--- src/rtl/mips_ctrl_pkg.sv ---
// Shared definitions for the multi-cycle MIPS control path: opcodes, ALU/mux codes,
// FSM states and the opcode classifier used by the controller.
package mips_ctrl_pkg;

    localparam logic [5:0] OpcR    = 6'b000000;
    localparam logic [5:0] OpcLw   = 6'b100011;
    localparam logic [5:0] OpcSw   = 6'b101011;
    localparam logic [5:0] OpcAddi = 6'b001000;
    localparam logic [5:0] OpcAndi = 6'b001100;
    localparam logic [5:0] OpcOri  = 6'b001101;
    localparam logic [5:0] OpcBeq  = 6'b000100;
    localparam logic [5:0] OpcBne  = 6'b000101;
    localparam logic [5:0] OpcJ    = 6'b000010;

    localparam logic [2:0] AluAdd   = 3'b000;
    localparam logic [2:0] AluSub   = 3'b001;
    localparam logic [2:0] AluFunct = 3'b010;
    localparam logic [2:0] AluAnd   = 3'b100;
    localparam logic [2:0] AluOr    = 3'b110;

    localparam logic [1:0] SrcBRt    = 2'b00;
    localparam logic [1:0] SrcB4     = 2'b01;
    localparam logic [1:0] SrcBImm   = 2'b10;
    localparam logic [1:0] SrcBImmSh = 2'b11;

    localparam logic [1:0] PcSrcAlu    = 2'b00;
    localparam logic [1:0] PcSrcAluOut = 2'b01;
    localparam logic [1:0] PcSrcJump   = 2'b10;

    typedef enum logic [3:0] {
        StFetch, StDecode, StMemAdr, StMemRd, StMemWb, StMemWr, StExec,
        StRwb, StImmEx, StImmWb, StBranch, StJump, StHalt
    } state_e;

    typedef enum logic [3:0] {
        ClsR, ClsLw, ClsSw, ClsAddi, ClsAndi, ClsOri, ClsBeq, ClsBne, ClsJ, ClsIllegal
    } op_class_e;

    function automatic op_class_e decode_opcode(input logic [5:0] opc);
        op_class_e cls;
        case (opc)
            OpcR:    cls = ClsR;
            OpcLw:   cls = ClsLw;
            OpcSw:   cls = ClsSw;
            OpcAddi: cls = ClsAddi;
            OpcAndi: cls = ClsAndi;
            OpcOri:  cls = ClsOri;
            OpcBeq:  cls = ClsBeq;
            OpcBne:  cls = ClsBne;
            OpcJ:    cls = ClsJ;
            default: cls = ClsIllegal;
        endcase
        return cls;
    endfunction

endpackage

--- src/rtl/multicycle_controller_if.sv ---
// Controller <-> datapath bundle: instruction/ALU status in, datapath enables and selects out.
interface multicycle_controller_if #(
    parameter int unsigned OPCODE_W = 6,
    parameter int unsigned ALUOP_W  = 3
);
    logic [OPCODE_W-1:0] opcode;
    logic                zero;
    logic                mem_ready;

    logic                pcWrite;
    logic                iorD;
    logic                memRead;
    logic                memWrite;
    logic                irWrite;
    logic                memtoReg;
    logic                regDst;
    logic                regWrite;
    logic                aluSrcA;
    logic [1:0]          aluSrcB;
    logic [1:0]          pcSrc;
    logic [ALUOP_W-1:0]  aluOp;
    logic                fault;

    modport master (
        input  opcode, zero, mem_ready,
        output pcWrite, iorD, memRead, memWrite, irWrite, memtoReg, regDst, regWrite,
               aluSrcA, aluSrcB, pcSrc, aluOp, fault
    );

    modport slave (
        output opcode, zero, mem_ready,
        input  pcWrite, iorD, memRead, memWrite, irWrite, memtoReg, regDst, regWrite,
               aluSrcA, aluSrcB, pcSrc, aluOp, fault
    );
endinterface

--- src/rtl/mem_watchdog.sv ---
// Counts consecutive memory wait cycles; expire_o flags the wait cycle that reaches TIMEOUT.
module mem_watchdog #(
    parameter int unsigned TIMEOUT = 16,
    localparam int unsigned CntW   = $clog2(TIMEOUT + 1)
) (
    input  logic clk,
    input  logic rst,
    input  logic inc_i,
    input  logic clear_i,
    output logic expire_o
);
    logic [CntW-1:0] count_q, count_d, count_inc;

    always_comb begin
        count_inc = count_q + CntW'(1);
        expire_o  = inc_i && (count_inc == CntW'(TIMEOUT));
        count_d   = count_q;
        if (clear_i) begin
            count_d = '0;
        end else if (inc_i) begin
            count_d = count_inc;
        end
    end

    always_ff @(posedge clk) begin
        if (rst) begin
            count_q <= '0;
        end else begin
            count_q <= count_d;
        end
    end
endmodule

--- src/rtl/multicycle_controller.sv ---
// Multi-cycle MIPS main control FSM: sequences each instruction through its states and
// drives datapath enables; illegal opcodes and memory timeouts park it in HALT with fault.
module multicycle_controller
    import mips_ctrl_pkg::*;
#(
    parameter int unsigned OPCODE_W = 6,
    parameter int unsigned ALUOP_W  = 3,
    parameter bit          MEM_WAIT = 1'b1,
    parameter int unsigned TIMEOUT  = 16
) (
    input logic                    clk,
    input logic                    rst,
    multicycle_controller_if.master bus
);
    state_e              state_q, state_d;
    op_class_e           class_q, class_d;
    logic                fault_q, fault_d;
    logic                ready;
    logic                wd_inc, wd_clear, wd_expire;
    logic [OPCODE_W-1:0] opc;

    assign opc      = bus.opcode;
    assign ready    = MEM_WAIT ? bus.mem_ready : 1'b1;
    assign wd_inc   = MEM_WAIT && !bus.mem_ready &&
                      (state_q == StFetch || state_q == StMemRd || state_q == StMemWr);
    assign wd_clear = (state_d != state_q);

    mem_watchdog #(
        .TIMEOUT (TIMEOUT)
    ) u_wd (
        .clk      (clk),
        .rst      (rst),
        .inc_i    (wd_inc),
        .clear_i  (wd_clear),
        .expire_o (wd_expire)
    );

    always_comb begin
        state_d      = state_q;
        class_d      = class_q;
        fault_d      = fault_q;
        bus.pcWrite  = 1'b0;
        bus.iorD     = 1'b0;
        bus.memRead  = 1'b0;
        bus.memWrite = 1'b0;
        bus.irWrite  = 1'b0;
        bus.memtoReg = 1'b0;
        bus.regDst   = 1'b0;
        bus.regWrite = 1'b0;
        bus.aluSrcA  = 1'b0;
        bus.aluSrcB  = SrcBRt;
        bus.pcSrc    = PcSrcAlu;
        bus.aluOp    = ALUOP_W'(AluAdd);
        bus.fault    = fault_q & ~rst;

        if (!rst) begin
            unique case (state_q)
                StFetch: begin
                    if (wd_expire) begin
                        state_d = StHalt;
                        fault_d = 1'b1;
                    end else begin
                        bus.memRead = 1'b1;
                        bus.aluSrcB = SrcB4;
                        if (ready) begin
                            bus.irWrite = 1'b1;
                            bus.pcWrite = 1'b1;
                            state_d     = StDecode;
                        end
                    end
                end
                StDecode: begin
                    // ALU precomputes the branch target while the opcode is classified
                    bus.aluSrcB = SrcBImmSh;
                    class_d     = decode_opcode(6'(opc));
                    case (class_d)
                        ClsR:                   state_d = StExec;
                        ClsLw, ClsSw:           state_d = StMemAdr;
                        ClsAddi, ClsAndi, ClsOri: state_d = StImmEx;
                        ClsBeq, ClsBne:         state_d = StBranch;
                        ClsJ:                   state_d = StJump;
                        default: begin
                            state_d = StHalt;
                            fault_d = 1'b1;
                        end
                    endcase
                end
                StMemAdr: begin
                    bus.aluSrcA = 1'b1;
                    bus.aluSrcB = SrcBImm;
                    state_d     = (class_q == ClsLw) ? StMemRd : StMemWr;
                end
                StMemRd: begin
                    if (wd_expire) begin
                        state_d = StHalt;
                        fault_d = 1'b1;
                    end else begin
                        bus.memRead = 1'b1;
                        bus.iorD    = 1'b1;
                        if (ready) state_d = StMemWb;
                    end
                end
                StMemWb: begin
                    bus.regWrite = 1'b1;
                    bus.memtoReg = 1'b1;
                    state_d      = StFetch;
                end
                StMemWr: begin
                    if (wd_expire) begin
                        state_d = StHalt;
                        fault_d = 1'b1;
                    end else begin
                        bus.memWrite = 1'b1;
                        bus.iorD     = 1'b1;
                        if (ready) state_d = StFetch;
                    end
                end
                StExec: begin
                    bus.aluSrcA = 1'b1;
                    bus.aluOp   = ALUOP_W'(AluFunct);
                    state_d     = StRwb;
                end
                StRwb: begin
                    bus.regWrite = 1'b1;
                    bus.regDst   = 1'b1;
                    state_d      = StFetch;
                end
                StImmEx: begin
                    bus.aluSrcA = 1'b1;
                    bus.aluSrcB = SrcBImm;
                    case (class_q)
                        ClsAndi: bus.aluOp = ALUOP_W'(AluAnd);
                        ClsOri:  bus.aluOp = ALUOP_W'(AluOr);
                        default: bus.aluOp = ALUOP_W'(AluAdd);
                    endcase
                    state_d = StImmWb;
                end
                StImmWb: begin
                    bus.regWrite = 1'b1;
                    state_d      = StFetch;
                end
                StBranch: begin
                    bus.aluSrcA = 1'b1;
                    bus.aluOp   = ALUOP_W'(AluSub);
                    bus.pcSrc   = PcSrcAluOut;
                    bus.pcWrite = (class_q == ClsBeq) ? bus.zero : ~bus.zero;
                    state_d     = StFetch;
                end
                StJump: begin
                    bus.pcSrc   = PcSrcJump;
                    bus.pcWrite = 1'b1;
                    state_d     = StFetch;
                end
                StHalt: begin
                    state_d = StHalt;
                end
                default: begin
                    state_d = StHalt;
                    fault_d = 1'b1;
                end
            endcase
        end
    end

    always_ff @(posedge clk) begin
        if (rst) begin
            state_q <= StFetch;
            class_q <= ClsR;
            fault_q <= 1'b0;
        end else begin
            state_q <= state_d;
            class_q <= class_d;
            fault_q <= fault_d;
        end
    end
endmodule

--- src/flat_wrapper.sv ---
// flat-port wrapper written by rule: the top's interface ports become plain ports
module multicycle_controller_flat import mips_ctrl_pkg::*;
#(
    parameter int unsigned OPCODE_W = 6,
    parameter int unsigned ALUOP_W  = 3,
    parameter bit          MEM_WAIT = 1'b1,
    parameter int unsigned TIMEOUT  = 16
)
  (clk, rst, bus_opcode, bus_zero, bus_mem_ready, bus_pcWrite, bus_iorD, bus_memRead, bus_memWrite, bus_irWrite, bus_memtoReg, bus_regDst, bus_regWrite, bus_aluSrcA, bus_aluSrcB, bus_pcSrc, bus_aluOp, bus_fault);
  multicycle_controller_if #(.OPCODE_W(OPCODE_W), .ALUOP_W(ALUOP_W)) bus_i ();
  input logic clk;
  input logic rst;
  input wire logic [$bits(bus_i.opcode)-1:0] bus_opcode;
  input wire logic [$bits(bus_i.zero)-1:0] bus_zero;
  input wire logic [$bits(bus_i.mem_ready)-1:0] bus_mem_ready;
  output wire logic [$bits(bus_i.pcWrite)-1:0] bus_pcWrite;
  output wire logic [$bits(bus_i.iorD)-1:0] bus_iorD;
  output wire logic [$bits(bus_i.memRead)-1:0] bus_memRead;
  output wire logic [$bits(bus_i.memWrite)-1:0] bus_memWrite;
  output wire logic [$bits(bus_i.irWrite)-1:0] bus_irWrite;
  output wire logic [$bits(bus_i.memtoReg)-1:0] bus_memtoReg;
  output wire logic [$bits(bus_i.regDst)-1:0] bus_regDst;
  output wire logic [$bits(bus_i.regWrite)-1:0] bus_regWrite;
  output wire logic [$bits(bus_i.aluSrcA)-1:0] bus_aluSrcA;
  output wire logic [$bits(bus_i.aluSrcB)-1:0] bus_aluSrcB;
  output wire logic [$bits(bus_i.pcSrc)-1:0] bus_pcSrc;
  output wire logic [$bits(bus_i.aluOp)-1:0] bus_aluOp;
  output wire logic [$bits(bus_i.fault)-1:0] bus_fault;
  assign bus_i.opcode = bus_opcode;
  assign bus_i.zero = bus_zero;
  assign bus_i.mem_ready = bus_mem_ready;
  assign bus_pcWrite = bus_i.pcWrite;
  assign bus_iorD = bus_i.iorD;
  assign bus_memRead = bus_i.memRead;
  assign bus_memWrite = bus_i.memWrite;
  assign bus_irWrite = bus_i.irWrite;
  assign bus_memtoReg = bus_i.memtoReg;
  assign bus_regDst = bus_i.regDst;
  assign bus_regWrite = bus_i.regWrite;
  assign bus_aluSrcA = bus_i.aluSrcA;
  assign bus_aluSrcB = bus_i.aluSrcB;
  assign bus_pcSrc = bus_i.pcSrc;
  assign bus_aluOp = bus_i.aluOp;
  assign bus_fault = bus_i.fault;
  multicycle_controller #(.OPCODE_W(OPCODE_W), .ALUOP_W(ALUOP_W), .MEM_WAIT(MEM_WAIT), .TIMEOUT(TIMEOUT)) u_core (.clk(clk), .rst(rst), .bus(bus_i));
endmodule
--- config.mk ---
export PLATFORM = sky130hd
export DESIGN_NAME = multicycle_controller_flat
export DESIGN_NICKNAME = d
export VERILOG_FILES = /design/src/rtl/mips_ctrl_pkg.sv /design/src/rtl/multicycle_controller_if.sv /design/src/rtl/mem_watchdog.sv /design/src/rtl/multicycle_controller.sv /design/src/flat_wrapper.sv
export SDC_FILE = /design/constraint.sdc
export NUM_CORES = 1
export LEC_CHECK = 0
export CAP_MARGIN = 20
export CORE_MARGIN = 3
export CORE_UTILIZATION = 40
export DETAILED_ROUTE_END_ITERATION = 8
export PLACE_DENSITY_LB_ADDON = 0.3
export SLEW_MARGIN = 10
export SYNTH_ARGS = -nofsm -noshare
export SYNTH_HDL_FRONTEND = slang
export SYNTH_SLANG_ARGS = --single-unit
--- constraint.sdc ---
create_clock -name clk -period 1.7 [get_ports clk]
set_input_delay 0.17 -clock clk [delete_from_list [all_inputs] [get_ports clk]]
set_output_delay 0.17 -clock clk [all_outputs]
set_load 0.005 [all_outputs]
==> impl.org, run 1 <==
** Place
- Buffers placed on the I/O ports in this run total 26.
- Detailed placement finished with a half-perimeter wire length of 3330 um.
- Placed Instances :: 296
- The congestion estimate from routability-driven global placement came to between 0.8 and 0.9.
- Post-Place Worst Slack :: -0.687 ns

** Floorplan
- In this run the core area contains 20 standard-cell rows.
- The die covers 0.00420 sq mm.
- The floorplan step set the die height to 64.8 um.
- CORE AREA :: ~0.0032 sq mm
- Io pins :: 27
- Once the floorplan was initialized, standard cells occupied 43.6% of the core.
- From left edge to right edge, the die measures approximately 65 um.

** Global route
- Entering global routing, the biggest net connects 22 pins.
- The via count of the first global-routing pass is around 1.7k.
- Overall Global Routing Usage :: roughly 24%
- Global routing finished with a remaining overflow of 0.
- Global-route wire length before repair :: ~8100 um
- The number of antenna violations at the first check in global routing was 0.

** Worst setup path
- List of cells traversed by the critical path :: or4_4 > a2bb2oi_4 > o21ai_2 > buf_4 > nor3b_2 > buf_2
- Along the worst path, the maximum fanout reaches 3.
- STA classifies the critical path endpoint as an output port.
- Required time at the worst-slack endpoint :: 1.53 ns
- STA classifies the critical path startpoint as a flop.
- The worst setup path is of the flop to output port kind.
- For the worst setup path, the data arrival time is 1.89 ns.
- The largest individual stage delay along the critical path comes from the cell or4_4.
- Slowest Stage Delay on Critical Path :: ~0.57 ns

** Worst hold path
- Min-Delay Path Class :: flop to flop

** STA
- Maximum operating frequency :: 0.486 GHz
- Setup repair after global routing could not meet its margin everywhere.
- For the pin with the worst max-slew slack, the measured transition is 0.395 ns.
- Final hold viol count :: 0
- Final number of setup-violating endpoints :: 21
- Final worst-path cycle share :: 121%
- The number of max-slew violations in the final report was 0.
- Headroom to the max-slew limit came out at between 70% and 80%.
- Post-route worst setup slack :: -0.356 ns
- Post-route minimum period :: 2.06 ns
- On the final layout, the worst clock skew is 0.0135 ns.

** Routing
- Via count of the routed design :: slightly above 2k
- In the routed layout, each cell is associated on average with a via count of 6.46.
- Wires add up to approximately 6700 um.
- After the first detailed-routing iteration, the DRC count stood at 234.
- DRC errors left :: 0
- Detail Route Antenna Nets :: 0
- The first detailed-routing pass took 5 iterations.
- In the final routed layout, each cell accounts on average for between 20 and 25 um.

** Finish
- Area of combinational cells with multiple inputs :: 0.00135 sq mm
- Cells fill 80.1% of the core in the end.
- Excluding fillers, the count of instances in the completed layout stands at about 310.
- Of the cells placed in the final design, the portion with a size suffix greater than 1 is 57.4%.
- Total inserted antenna cells :: 0
- The net count of the finished layout is 283.
- The filler cells instantiated in the layout total between 150 and 200.
- Register area :: about 300 sq um
- Layout-stage area growth over the synthesis result :: 83.8%

** Clock tree
- In this run, CTS created clock tree buffers numbering 3.
- Clock tree synthesis selected as its root buffer the cell clkbuf_4.
- Clock-pin slew of the registers on the worst-case setup and hold paths :: 0.10 ns
- Clock network latency to the later pin of the worst-skew pair :: roughly 0.30 ns
- CTS HTree Levels :: 1
- Clock tree from TritonCTS :: done
- The clock passes through at most 2 buffers.
- CTS sink cnt :: 14

** Run status
- The checks that failed: setup timing.
- The run finished, with violations left.

** Synthesis
- Synth Area in Compound Gates :: 23.4%
- In the synthesized netlist, the number of instances is 184.
- Part of the Yosys area used for sequential elements :: 20.2%
- Warnings from Yosys :: 0
- The synthesized design contains 0 enable-type register cells.
- The netlist uses 56 different library cells.
- The portion of synthesized area spent on multiplexers is between 3 and 4%.
- Basic-gate share of the synthesized area counting and, or, nand and nor cells :: 42.3%
- Of the total synthesized cell area, the portion taken by XOR and XNOR cells is between 3 and 4%.
- Net count of the mapped netlist :: 196
- By area, the combinational part of the netlist is dominated by simple AND/OR/NAND/NOR gates.
- Commonest register cell after synthesis :: dfxtp_1
- Mean post-synth cell area :: approximately 7.5 sq um
- Adder and majority cell fraction of the synthesized area :: 1.81%
- The synthesized design contains 14 register bits.
- For this run, asynchronously set or reset flops after synthesis account for 0%.
- Post-Synthesis Cell Area :: 0.00139 sq mm

** Power and ir drop
- In this run the power density over the cells is 560 mW/mm^2.
- Overall power :: 1430 uW
- In this run the static leakage power is 0.00103 uW.
- Worst VDD drop :: 501 uV

** Job
- The tool flagged a number of max-cap violations equal to 0.
[layout by cell type, fill, tap and decap left out, drive strengths merged, types with 4 or more instances in the layout]
cell type      instances
a31oi                  4
nand2b                 4
nand2                 19
nor2b                  4
nor4b                  5
clkbuf                 9
nor4                   6
a21oi                  8
clkdlybuf4s50          9
nand3                  4
nor3                  11
nor2                  24
o21ai                  9
nor3b                  4
xor2                   4
buf                   78
dfxtp                 14
[area by class of cell]
| cell class | instances | area share [%] |
|---|---|---|
| Clock buffer | 4 | 1.43 |
| Sequential cell | 14 | 11.8 |
| Inverter | 3 | 0.442 |
| Tap cell | 44 | 2.16 |
| Multi-Input combinational cell | 153 | 52.8 |
| Timing Repair Buffer | 96 | 31.4 |
[worst max-delay path: cells and delay by family, from the launching register on]
family / cells / cell delay [ns]
compound gates: 2 / 0.36
flops: 1 / 0.35
simple gates: 2 / 0.61
buf+inv: 2 / 0.26
[per-stage QoR]
| step | area (sq um) | setup TNS (ns) | hold WS (ns) |
|---|---|---|---|
| floorplan | 1390 | 0 | 0.366 |
| global placement | 2060 | -4.91 | 0.501 |
| detailed placement | 2060 | -6.09 | 0.511 |
| CTS | 2240 | -3.21 | 0.526 |
| global route | 2550 | -4.17 | 0.639 |
| finish | 2550 | -3.18 | 0.597 |
[kinds of logic after synthesis]
kind of cell             Yosys count
adder cells (fa/ha/maj)            2
XOR/XNOR                           6
AND/OR/NAND/NOR                   98
flip-flops                        14
buffers and inverters             17
multiplexers                       4
AO/OA/AOI/OAI                     43
[layer usage]
layer	wire [um]	vias to the layer above	GRT usage, %	share of wire [%]
li1	-	852	-	-
met1	2610	974	27.1	39
met2	3170	157	42.5	47
met3	539	47	5.03	8.0
met4	395	0	13.2	5.9
met5	0	-	0	0
[registers in the layout, indices dropped and copies added (netlist names)]
name and cells:
u_core.u_wd.count_q 5, u_core.class_q 4, u_core.state_q 4, u_core.fault_q 1
[cell usage after synthesis, drive strengths merged, types with 3 or more instances]
cell,count,area share (%)
nor2,24,7.9
nand2,19,5.1
dfxtp,14,20
nor3,11,4.0
clkbuf,9,2.4
o21ai,9,3.5
a21oi,8,2.9
nor4,6,2.7
buf,5,2.2
nor4b,5,5.0
a31oi,4,1.8
nand2b,4,1.8
nand3,4,1.8
nor2b,4,1.8
nor3b,4,2.2
xor2,4,2.5
a211oi,3,1.6
inv,3,0.81
nand4b,3,1.9
o211ai,3,1.6
[power breakdown]
part	internal, uW	switching [uW]
clock	131	129
sequential	353	24.4
combinational	382	407
[worst paths after layout]
| kind | startpoint | end | slack (ns) | depth (start not counted) |
|---|---|---|---|---|
| setup / recovery | u_core.state_q[3] | bus_iorD | -0.36 | 6 |
| hold / removal | u_core.fault_q | u_core.fault_q | 0.60 | 2 |
| setup reg to reg | u_core.state_q[3] | u_core.u_wd.count_q[2] | -0.21 | 6 |
| hold reg to reg | u_core.fault_q | u_core.fault_q | 0.60 | 2 |
[timing repair]
item / CTS / global route
resized for setup: 62 / 79
setup buffers: 4 / 12
cloned: 0 / 0
endpoints found under the setup margin: 24 / 27
hold buffers: 0 / 0
pin swaps: 6 / 22
Power figures use the tool's default switching activity.
==> inputs of run 2 (changes only) <==
CAP_MARGIN = unset   (was 20)
==> results of run 2 <==
Final layout, timing and power as in run 1 (identical DEF).
